==> src/rtl/core_pipe_skid_reg_if.sv <==
// Handshake bundle for core_pipe_skid_reg: upstream offer, downstream entry and status.
// The master side drives the entry and flow control; the slave side is the skid register.
interface core_pipe_skid_reg_if #(
  parameter int unsigned CTRL_W = 10,
  parameter int unsigned DATA_W = 111
);
  logic              flush;
  logic              in_valid;
  logic              in_ready;
  logic [CTRL_W-1:0] in_ctrl;
  logic [DATA_W-1:0] in_data;
  logic              out_valid;
  logic              out_ready;
  logic [CTRL_W-1:0] out_ctrl;
  logic [DATA_W-1:0] out_data;
  logic [1:0]        occ;
  logic [15:0]       stall_cnt;

  modport master (
    output flush, in_valid, in_ctrl, in_data, out_ready,
    input  in_ready, out_valid, out_ctrl, out_data, occ, stall_cnt
  );

  modport slave (
    input  flush, in_valid, in_ctrl, in_data, out_ready,
    output in_ready, out_valid, out_ctrl, out_data, occ, stall_cnt
  );
endinterface

==> src/rtl/core_pipe_skid_reg.sv <==
// Two-entry pipeline register: a main register driving the outputs and one skid register,
// so in_ready is registered and no combinational path runs from input to output.
module core_pipe_skid_reg #(
  parameter int unsigned CTRL_W = 10,
  parameter int unsigned DATA_W = 111
) (
  input logic                 clk,
  input logic                 rst,
  core_pipe_skid_reg_if.slave pipe_io
);

  typedef enum logic [1:0] {StEmpty, StOne, StFull} state_e;

  state_e            state_q;
  logic              in_ready_q;
  logic              out_valid_q;
  logic [1:0]        occ_q;
  logic [CTRL_W-1:0] main_ctrl_q;
  logic [DATA_W-1:0] main_data_q;
  logic [CTRL_W-1:0] skid_ctrl_q;
  logic [DATA_W-1:0] skid_data_q;
  logic [15:0]       stall_cnt_q;

  logic accept;
  logic consume;

  assign accept  = pipe_io.in_valid & in_ready_q;
  assign consume = out_valid_q & pipe_io.out_ready;

  always_ff @(posedge clk) begin
    if (rst) begin
      state_q     <= StEmpty;
      in_ready_q  <= 1'b1;
      out_valid_q <= 1'b0;
      occ_q       <= 2'd0;
      main_ctrl_q <= '0;
      main_data_q <= '0;
      skid_ctrl_q <= '0;
      skid_data_q <= '0;
      stall_cnt_q <= '0;
    end else begin
      // Stall accounting ignores flush on purpose.
      if (out_valid_q && !pipe_io.out_ready && stall_cnt_q != 16'hFFFF) begin
        stall_cnt_q <= stall_cnt_q + 16'd1;
      end

      if (pipe_io.flush) begin
        state_q     <= StEmpty;
        in_ready_q  <= 1'b1;
        out_valid_q <= 1'b0;
        occ_q       <= 2'd0;
        main_ctrl_q <= '0;
      end else begin
        case (state_q)
          StEmpty: begin
            if (accept) begin
              state_q     <= StOne;
              out_valid_q <= 1'b1;
              occ_q       <= 2'd1;
              main_ctrl_q <= pipe_io.in_ctrl;
              main_data_q <= pipe_io.in_data;
            end
          end
          StOne: begin
            if (accept && consume) begin
              main_ctrl_q <= pipe_io.in_ctrl;
              main_data_q <= pipe_io.in_data;
            end else if (consume) begin
              // Clearing ctrl keeps out_ctrl zero while no entry is held.
              state_q     <= StEmpty;
              out_valid_q <= 1'b0;
              occ_q       <= 2'd0;
              main_ctrl_q <= '0;
            end else if (accept) begin
              state_q     <= StFull;
              in_ready_q  <= 1'b0;
              occ_q       <= 2'd2;
              skid_ctrl_q <= pipe_io.in_ctrl;
              skid_data_q <= pipe_io.in_data;
            end
          end
          StFull: begin
            if (consume) begin
              state_q     <= StOne;
              in_ready_q  <= 1'b1;
              occ_q       <= 2'd1;
              main_ctrl_q <= skid_ctrl_q;
              main_data_q <= skid_data_q;
            end
          end
          default: begin
            state_q     <= StEmpty;
            in_ready_q  <= 1'b1;
            out_valid_q <= 1'b0;
            occ_q       <= 2'd0;
            main_ctrl_q <= '0;
          end
        endcase
      end
    end
  end

  assign pipe_io.in_ready  = in_ready_q;
  assign pipe_io.out_valid = out_valid_q;
  assign pipe_io.out_ctrl  = main_ctrl_q;
  assign pipe_io.out_data  = main_data_q;
  assign pipe_io.occ       = occ_q;
  assign pipe_io.stall_cnt = stall_cnt_q;

endmodule

==> src/flat_wrapper.sv <==
// flat-port wrapper written by rule: the top's interface ports become plain ports
module core_pipe_skid_reg_flat 
#(
  parameter int unsigned CTRL_W = 10,
  parameter int unsigned DATA_W = 111
)
  (clk, rst, pipe_io_flush, pipe_io_in_valid, pipe_io_in_ctrl, pipe_io_in_data, pipe_io_out_ready, pipe_io_in_ready, pipe_io_out_valid, pipe_io_out_ctrl, pipe_io_out_data, pipe_io_occ, pipe_io_stall_cnt);
  core_pipe_skid_reg_if #(.CTRL_W(CTRL_W), .DATA_W(DATA_W)) pipe_io_i ();
  input logic clk;
  input logic rst;
  input wire logic [$bits(pipe_io_i.flush)-1:0] pipe_io_flush;
  input wire logic [$bits(pipe_io_i.in_valid)-1:0] pipe_io_in_valid;
  input wire logic [$bits(pipe_io_i.in_ctrl)-1:0] pipe_io_in_ctrl;
  input wire logic [$bits(pipe_io_i.in_data)-1:0] pipe_io_in_data;
  input wire logic [$bits(pipe_io_i.out_ready)-1:0] pipe_io_out_ready;
  output wire logic [$bits(pipe_io_i.in_ready)-1:0] pipe_io_in_ready;
  output wire logic [$bits(pipe_io_i.out_valid)-1:0] pipe_io_out_valid;
  output wire logic [$bits(pipe_io_i.out_ctrl)-1:0] pipe_io_out_ctrl;
  output wire logic [$bits(pipe_io_i.out_data)-1:0] pipe_io_out_data;
  output wire logic [$bits(pipe_io_i.occ)-1:0] pipe_io_occ;
  output wire logic [$bits(pipe_io_i.stall_cnt)-1:0] pipe_io_stall_cnt;
  assign pipe_io_i.flush = pipe_io_flush;
  assign pipe_io_i.in_valid = pipe_io_in_valid;
  assign pipe_io_i.in_ctrl = pipe_io_in_ctrl;
  assign pipe_io_i.in_data = pipe_io_in_data;
  assign pipe_io_i.out_ready = pipe_io_out_ready;
  assign pipe_io_in_ready = pipe_io_i.in_ready;
  assign pipe_io_out_valid = pipe_io_i.out_valid;
  assign pipe_io_out_ctrl = pipe_io_i.out_ctrl;
  assign pipe_io_out_data = pipe_io_i.out_data;
  assign pipe_io_occ = pipe_io_i.occ;
  assign pipe_io_stall_cnt = pipe_io_i.stall_cnt;
  core_pipe_skid_reg #(.CTRL_W(CTRL_W), .DATA_W(DATA_W)) u_core (.clk(clk), .rst(rst), .pipe_io(pipe_io_i));
endmodule
==> config.mk <==
export PLATFORM = sky130hd
export DESIGN_NAME = core_pipe_skid_reg_flat
export DESIGN_NICKNAME = d
export VERILOG_FILES = /design/src/rtl/core_pipe_skid_reg_if.sv /design/src/rtl/core_pipe_skid_reg.sv /design/src/flat_wrapper.sv
export SDC_FILE = /design/constraint.sdc
export NUM_CORES = 1
export LEC_CHECK = 0
export ABC_AREA = 1
export CORE_ASPECT_RATIO = 2
export CORE_MARGIN = 1.5
export CORE_UTILIZATION = 54
export CTS_CLUSTER_DIAMETER = 150
export DETAILED_ROUTE_END_ITERATION = 6
export GPL_ROUTABILITY_DRIVEN = 0
export MAX_ROUTING_LAYER = met4
export PLACE_DENSITY_LB_ADDON = 0.12
export REMOVE_ABC_BUFFERS = 1
export SETUP_SLACK_MARGIN = 0.02
export SYNTH_ARGS = -nofsm -noshare
export SYNTH_HDL_FRONTEND = slang
export SYNTH_SLANG_ARGS = --single-unit
==> constraint.sdc <==
create_clock -name clk -period 4.75 [get_ports clk]
set_input_delay 0.475 -clock clk [delete_from_list [all_inputs] [get_ports clk]]
set_output_delay 0.475 -clock clk [all_outputs]
set_load 0.005 [all_outputs]
==> results of run 1 <==
==> registers in the layout, indices dropped and copies added (netlist names) <==
name and flops:
u_core.pipe_io.out_data 111, u_core.skid_data_q 111, u_core.pipe_io.stall_cnt 16, u_core.pipe_io.out_ctrl 10, u_core.skid_ctrl_q 10, u_core.state_q 2
u_core.pipe_io.in_ready 1, u_core.pipe_io.out_valid 1
==> worst register-to-register path: cells and delay by family (launching register included) <==
| family | cells | cell delay (ns) |
|---|---|---|
| buf+inv | 2 | 1.21 |
| flops | 1 | 0.53 |
| simple gates | 5 | 0.83 |
| compound gates | 1 | 0.20 |
==> layer usage <==
layer,global-route usage [%],up-vias,routed length [µm]
met5,-,-,0
met4,15.5,0,1660
met3,3.69,95,2060
met2,54.5,402,16700
met1,33.4,5152,12000
li1,-,5450,-
==> logic make-up after synthesis <==
| group | after synthesis |
|---|---|
| AO/OA/AOI/OAI | 417 |
| flip-flops | 262 |
| adder cells (fa/ha/maj) | 1 |
| AND/OR/NAND/NOR | 659 |
| buffers and inverters | 216 |
| XOR/XNOR | 6 |
==> report_power, final <==
group          switching [mW]  internal, mW
Sequential             0.0511          2.28
Clock                   0.814          1.11
Combinational           0.306         0.292
Total                    1.17          3.68
==> cells in the final DEF (no fill, tap or decap), types with 4 or more instances in the layout <==
master / count
o21ai_1: 10
nand3_1: 122
nand4_1: 5
clkbuf_8: 7
xor2_1: 4
o21ai_0: 191
nand2_1: 407
clkbuf_1: 4
buf_4: 13
inv_1: 92
diode_2: 4
clkbuf_16: 23
dfxtp_1: 262
nor2_1: 118
clkdlybuf4s50_1: 265
a21oi_1: 213
clkinv_2: 5
==> area by class of cell <==
| cell class | count | area, µm² |
|---|---|---|
| clock buffers | 34 | 687 |
| flip-flops and latches | 262 | 5250 |
| inverters | 99 | 380 |
| well taps | 262 | 328 |
| diodes | 4 | 10.0 |
| repair buffers | 280 | 2790 |
| fillers | 1703 | 5550 |
| multi-input cells | 1083 | 4850 |
| clock inverters | 6 | 80.1 |
==> per-stage QoR <==
stage               setup slack [ns]  cell area, µm²
floorplan                      -3.06           10400
global placement                1.76           13600
detailed placement              1.72           13600
CTS                             1.93           14400
global route                    1.71           14400
finish                          1.90           14400
==> worst max path at each step <==
stage,start,end,slack [ns],depth (start not counted)
after floorplan,pipe_io_in_valid,u_core.pipe_io.out_data[0],-3.06,7
after global placement,pipe_io_out_ready,u_core.pipe_io.out_data[22],1.76,9
after detailed placement,pipe_io_out_ready,u_core.pipe_io.out_data[110],1.72,9
after CTS,u_core.state_q[0],u_core.pipe_io.out_data[8],1.93,8
after global routing,u_core.state_q[0],u_core.pipe_io.out_data[22],1.71,8
final,u_core.state_q[0],u_core.pipe_io.out_data[8],1.90,8
==> out/results.txt, run 1 <==
Status -> complete, no violations
Critical path peak fanout -> 58
Setup crit start kind -> flop
Top Ports -> 267
Area share of the largest cell type after synthesis -> 47.8%
Max clock buf depth -> 3
DRT Pass-1 Iters -> 5
Commonest cells post-synth -> nand2_1, dfxtp_1, a21oi_1
Final Max Slew Viols -> 0
Ys Warns -> 0
Post-synthesis xor/xnor area fraction -> 0.479%
Final worst-path cycle share -> 60.1%
Fin util -> 72.2%
Cell Rows -> 73
DRC viols -> 0
Placed Cells -> 1986
Worst clock skew -> 0.00824 ns
Die area -> 0.0212 mm²
Hold endpoint -> u_core.pipe_io.out_data[19]
IO Port Bufs -> 266
Max_cap viols -> 0
First DRT Iteration DRCs -> 607
Dominant cell type by area after synthesis -> dfxtp_1
Vias post-DR -> 11100
Synthesis-stage register bit count -> 262
Hold crit path type -> input pin to flop
Clock sink total -> 262
Critical-path cell list -> nor2_4, nand2_1, nand2_1, nor2_4, buf_4, buf_4, nand3_1, a21oi_1
Die H -> 205 µm
R2R Setup Slk -> 1.90 ns
Leakage Power -> 5.56 nW
Maximum VDD drop -> 0.318 mV
Critical path endpoint category -> flop
Worst r2r dst -> u_core.pipe_io.out_data[8]
Die Wd -> 104 µm
Least-Margin Pin Slew -> 1.05 ns
Largest net degree at the start of global routing -> 124
RSZ-0062 raised after global routing -> false
Synth Area in Compound Gates -> 19.1%
Worst-Skew Late Latency -> 0.51 ns
Ys flop type -> dfxtp_1
Initial antenna violation count -> 3
Synthesized cell area -> 0.0110 mm²
Reg2reg start -> u_core.state_q[0]
Core area -> 0.0199 mm²
Total power draw -> 4.85 mW
Hold slack -> 0.388 ns
Final min period -> 2.85 ns
Hold_sp -> rst
Critical Path Slowest Stage Cell -> buf_4
Worst Path Buf+Inv -> 2
Post-synthesis sequential area ratio -> 47.8%
CTS tree -> yes
Largest family of logic cells by synthesized area -> simple AND/OR/NAND/NOR gates
Fin cells -> 2030
Resize count post-CTS -> 0
Post-CTS Setup Repair Bufs -> 0
HPWL Detailed -> 20.4 mm
Avg Cell Area, Syn -> 7.02 µm²
CP delay by family, top -> buffers and inverters
Syn Inst Count -> 1561
Drt total wl -> 32.4 mm
Layout net count -> 1876
FF-to-FF path depth -> 8
Adder-Cell Fraction of Synth Area -> 0.114%
Slowest stage delay, CP -> 0.67 ns
H-tree levels -> 1
Vias per cell -> 5.47
Post-synthesis mux area share -> 0%
GRT Residual Overflow -> 0
CP arrival -> 3.28 ns
Post-synthesis cell type count -> 23
P&R area growth vs syn -> 31.0%
Worst Hold Path Cells -> 2
Rel. slew slack -> 29.9%
TNS Setup -> 0 ns
Layout cell share with drive strength beyond 1 -> 3.57%
Asr flop ratio synth -> 0%
CTS Root Cell -> clkbuf_16
Vias in the first global route -> 10500
Hold Buf Count CTS -> 0
# setup viols final -> 0
Clk slew on worst S/H paths -> 0.07 ns
Largest cells by area after synthesis -> dfxtp_1, nand2_1, a21oi_1, o21ai_0, nand3_1
Final ANT Viol Nets -> 0
Fin. Hold Viols -> 0
Routed WL per cell -> 16.0 µm
Critical Path RT -> 5.17 ns
PwrDens -> 338 mW/mm²
CTS Buf Count -> 23
Crit path kind -> flop to flop
Cell with the most instances after synthesis -> nand2_1
Simple-gate share of the synthesized area -> 24.2%
Gr usage total -> 30.6%
First-pass GRT wire length -> 51.7 mm
Number of synthesized flops with an enable pin -> 0
F_max -> 350 MHz
Starting Density -> 55.1%
No activity file was read; power rests on OpenSTA's default activity.
==> inputs of run 2 (changes only) <==
--- a/config.mk
+++ b/config.mk
@@ -8,7 +8,7 @@
 export ABC_AREA = 1
 export CORE_ASPECT_RATIO = 2
 export CORE_MARGIN = 1.5
-export CORE_UTILIZATION = 54
+export CORE_UTILIZATION = 50
 export CTS_CLUSTER_DIAMETER = 150
 export DETAILED_ROUTE_END_ITERATION = 6
 export GPL_ROUTABILITY_DRIVEN = 0
==> constraint.sdc (replaced) <==
create_clock -name clk -period 2.9 [get_ports clk]
set_input_delay 0.29 -clock clk [delete_from_list [all_inputs] [get_ports clk]]
set_output_delay 0.29 -clock clk [all_outputs]
set_load 0.005 [all_outputs]
==> run 2 against run 1 <==
Net effect: utilization decreased by 5.2 points; critical path depth unchanged; power increased by 57%; sequential cell count unchanged; design area increased by 0.13%; cell count increased by 0.44%; first-iteration DRC count increased by 15%; via count decreased by 1.4%; critical path type unchanged; largest cell class unchanged.
==> out/results.txt, run 2 (synthesis results as in run 1) <==
Status -> complete, no violations
Rel. slew slack -> 51.2%
Final ANT Viol Nets -> 0
HPWL Detailed -> 20.1 mm
Vias post-DR -> 10900
Gr usage total -> 27.5%
Max_cap viols -> 0
Final min period -> 2.18 ns
CTS Buf Count -> 23
Slowest stage delay, CP -> 0.51 ns
Post-CTS Setup Repair Bufs -> 0
DRC viols -> 0
Starting Density -> 51.0%
Fin. Hold Viols -> 0
CP arrival -> 2.60 ns
Max clock buf depth -> 3
Hold Buf Count CTS -> 0
Maximum VDD drop -> 0.433 mV
Final Max Slew Viols -> 0
F_max -> 460 MHz
Vias in the first global route -> 10100
Largest net degree at the start of global routing -> 112
Cell Rows -> 76
Worst clock skew -> 0.0106 ns
Critical Path Slowest Stage Cell -> dfxtp_1
Worst Hold Path Cells -> 3
Hold endpoint -> u_core.skid_ctrl_q[4]
Die H -> 212 µm
Clock sink total -> 262
Worst Path Buf+Inv -> 4
Final Worst Setup Slack -> 0.724 ns
Critical path peak fanout -> 88
Core area -> 0.0215 mm²
Crit path kind -> flop to flop
Most used routing layer -> met2
Dpl ws -> 0.656 ns
M3 GR Usage -> 3.62%
R2R Setup Slk -> 0.72 ns
Die Wd -> 108 µm
CTS tree -> yes
Reg2reg start -> u_core.state_q[1]
Resize count post-CTS -> 0
CP delay by family, top -> buffers and inverters
Final worst-path cycle share -> 75.0%
CTS Root Cell -> clkbuf_16
First DRT Iteration DRCs -> 701
Critical path endpoint category -> flop
Top Ports -> 267
Clk slew on worst S/H paths -> 0.06 ns
Hold_sp -> pipe_io_in_ctrl[4]
Die area -> 0.0229 mm²
Least-Margin Pin Slew -> 0.733 ns
Critical Path RT -> 3.32 ns
H-tree levels -> 1
First-pass GRT wire length -> 49.5 mm
IO Port Bufs -> 266
Worst r2r dst -> u_core.pipe_io.out_data[39]
Worst-Skew Late Latency -> 0.50 ns
Routed WL per cell -> 15.6 µm
Setup crit start kind -> flop
Met1 Resource Use GR -> 30.2%
RSZ-0062 raised after global routing -> false
FF-to-FF path depth -> 8
Commonest non-fill, non-tap cell in the layout -> nand2_1
Met2 Resource Use GR -> 49.1%
Most frequent cells in the layout -> nand2_1, clkdlybuf4s50_1, dfxtp_1
Hold crit path type -> input pin to flop
Layout net count -> 1881
PwrDens -> 529 mW/mm²
# setup viols final -> 0
Leakage Power -> 5.56 nW
Layout cell share with drive strength beyond 1 -> 3.40%
Initial antenna violation count -> 3
Seq. cell area -> 0.00525 mm²
P&R area growth vs syn -> 31.2%
TNS Setup -> 0 ns
Critical-path cell list -> inv_2, nor2_4, buf_4, inv_4, buf_12, o21ai_0, nand3_1, a21oi_1
Hold slack -> 0.404 ns
Multi-input combinational cell area -> 0.00485 mm²
Number of fill cells -> 1952
GRT Residual Overflow -> 0
DRT Pass-1 Iters -> 7
Vias per cell -> 5.37
Drt total wl -> 31.7 mm
==> run 2: how the worst max path moves through the flow <==
| stage | startpoint | end | cells past startpoint |
|---|---|---|---|
| final | u_core.state_q[1] | u_core.pipe_io.out_data[39] | 8 |
| after floorplan | u_core.pipe_io.out_valid | u_core.pipe_io.out_data[0] | 7 |
| after CTS | u_core.state_q[1] | u_core.pipe_io.out_data[39] | 8 |
| after detailed placement | pipe_io_out_ready | u_core.pipe_io.out_ctrl[3] | 9 |
| after global placement | pipe_io_out_ready | u_core.pipe_io.out_ctrl[0] | 9 |
| after global routing | u_core.state_q[1] | u_core.pipe_io.out_data[39] | 8 |
==> run 2: power breakdown <==
part | internal, mW | switching (mW)
Clock | 1.52 | 1.28
Sequential | 3.74 | 0.0821
Combinational | 0.489 | 0.498
Total | 5.75 | 1.86
==> run 2: worst register-to-register path, delay by kind of cell, from the launching register on <==
family / cells / cell delay [ns]
buf+inv: 4 / 0.88
simple gates: 2 / 0.21
compound gates: 2 / 0.52
flops: 1 / 0.51
==> run 2: cell type report <==
cell class	count	area share (%)
multi-input cells	1083	33.7
diodes	3	0.0522
clock inverters	2	0.0696
inverters	99	2.64
repair buffers	285	20.3
clock buffers	32	4.44
flip-flops and latches	262	36.5
well taps	273	2.37
==> run 2: routing by layer <==
metal	vias to the layer above	wire (µm)
met5	-	0
met4	0	1240
met3	68	1750
met2	348	16700
met1	5079	12000
li1	5450	-
==> run 2: metrics by stage <==
stage	instances	total power [mW]	util, %	instance area [µm²]
after floorplan	1444	4.30	-	10400
after global placement	2002	4.87	63.9	13700
after detailed placement	2002	4.89	63.9	13700
after CTS	2036	7.66	66.9	14400
after global routing	2039	7.91	66.9	14400
final	2039	7.61	66.9	14400
==> inputs of run 3 (changes only) <==
==> constraint.sdc (replaced) <==
create_clock -name clk -period 2.1 [get_ports clk]
set_input_delay 0.21 -clock clk [delete_from_list [all_inputs] [get_ports clk]]
set_output_delay 0.21 -clock clk [all_outputs]
set_load 0.005 [all_outputs]
==> run 3 against run 2 <==
Net effect: clock-buffer cell count up 4; critical path depth down 1; global-route usage up 0.97 points; via count up 1.0%; routed wire length up 2.7%; maximum frequency up 16%; first-iteration DRC count down 6.3%.
==> out/results.txt, run 3 (synthesis results as in run 1) <==
CTS Buf Count -> 24
Final ANT Viol Nets -> 0
Largest net degree at the start of global routing -> 80
Hold Buf Count CTS -> 0
R2R Setup Slk -> 0.23 ns
DRC viols -> 0
Rel. slew slack -> 38.6%
CP arrival -> 2.31 ns
Worst-Skew Late Latency -> 0.52 ns
FF-to-FF path depth -> 7
P&R area growth vs syn -> 34.4%
Final Max Slew Viols -> 0
Critical Path RT -> 2.54 ns
F_max -> 534 MHz
DRT Pass-1 Iters -> 6
Vias post-DR -> 11100
Max_cap viols -> 0
Total power draw -> 11.1 mW
Initial antenna violation count -> 3
Max clock buf depth -> 3
Least-Margin Pin Slew -> 0.921 ns
IO Port Bufs -> 266
CTS Root Cell -> clkbuf_16
Fin util -> 68.6%
Clk slew on worst S/H paths -> 0.07 ns
Layout cell share with drive strength beyond 1 -> 4.81%
PwrDens -> 753 mW/mm²
Layout net count -> 1898
Core area -> 0.0215 mm²
Worst r2r dst -> u_core.pipe_io.out_data[32]
Worst Hold Path Cells -> 3
RSZ-0062 raised after global routing -> false
Status -> complete, no violations
Clock sink total -> 262
HPWL Detailed -> 21.8 mm
Drt total wl -> 32.6 mm
GRT Residual Overflow -> 0
Resize count post-CTS -> 0
Routed WL per cell -> 15.8 µm
Critical path peak fanout -> 26
Maximum VDD drop -> 0.681 mV
Leakage Power -> 5.73 nW
Fin. Hold Viols -> 0
# setup viols final -> 0
Critical path endpoint category -> flop
CTS tree -> yes
First DRT Iteration DRCs -> 657
Hold_sp -> rst
Setup crit start kind -> flop
Final worst-path cycle share -> 89.1%
Top Ports -> 267
Die Wd -> 108 µm
Reg2reg start -> u_core.state_q[0]
Vias in the first global route -> 10200
Cell Rows -> 76
Crit path kind -> flop to flop
Hold endpoint -> u_core.pipe_io.out_data[53]
Final min period -> 1.87 ns
Die area -> 0.0229 mm²
Post-CTS Setup Repair Bufs -> 0
Vias per cell -> 5.36
Die H -> 212 µm
Commonest non-fill, non-tap cell in the layout -> nand2_1
H-tree levels -> 1
First-pass GRT wire length -> 50.9 mm
Worst clock skew -> 0.0108 ns
Most frequent cells in the layout -> nand2_1, clkdlybuf4s50_1, dfxtp_1
Hold crit path type -> input pin to flop
Starting Density -> 51.0%
Gr usage total -> 28.5%
[run 3: area by class of cell]
class	count	area, µm²
well taps	273	342
fillers	1866	6760
flip-flops and latches	262	5250
clock inverters	7	65.1
clock buffers	36	727
multi-input cells	1083	4850
inverters	99	380
diodes	3	7.51
repair buffers	301	3120
[run 3: worst max-delay path by stage]
stage | startpoint | to | depth (start not counted)
2_1_floorplan | u_core.pipe_io.out_valid | u_core.pipe_io.out_data[0] | 7
3_3_place_gp | pipe_io_out_ready | u_core.pipe_io.out_data[38] | 8
3_5_place_dp | pipe_io_out_ready | u_core.pipe_io.out_data[32] | 8
4_1_cts | u_core.state_q[0] | pipe_io_occ[0] | 1
5_1_grt | u_core.state_q[0] | u_core.pipe_io.out_data[69] | 7
6_report | u_core.state_q[0] | u_core.pipe_io.out_data[32] | 7
[run 3: routing by layer]
layer	global-route usage, %	wire (µm)	up-vias
met1	31.7	12400	5151
met4	12.2	1160	0
met2	50.4	17300	331
li1	-	-	5500
met5	-	0	-
met3	3.89	1740	72
[run 3: per-stage QoR]
stage               instances  worst slack [ns]  TNS (ns)  hold WS [ns]  instance area [µm²]
finish                   2064             0.228         0         0.150                14700
global route             2064            0.0616         0         0.152                14700
floorplan                1444             -5.61   -690.17         0.279                10400
detailed placement       2018             0.123         0         0.437                13900
global placement         2018             0.167         0         0.431                13900
CTS                      2061             0.218         0         0.137                14700
[run 3: report_power, final]
part | total (mW) | internal (mW) | switching, mW | leakage, nW
sequential | 5.28 | 5.17 | 0.115 | 2.13
combinational | 1.41 | 0.714 | 0.698 | 3.22
clock | 4.40 | 2.51 | 1.88 | 0.387
[run 3: worst max-delay path, cell delays in order (launching register included)]
cell and delay [ns]:
dfxtp_1 0.55, nor2_1 0.12, nand2_1 0.10, nand2_1 0.10
nor2_4 0.22, buf_4 0.38, nand3_1 0.12, a21oi_1 0.18
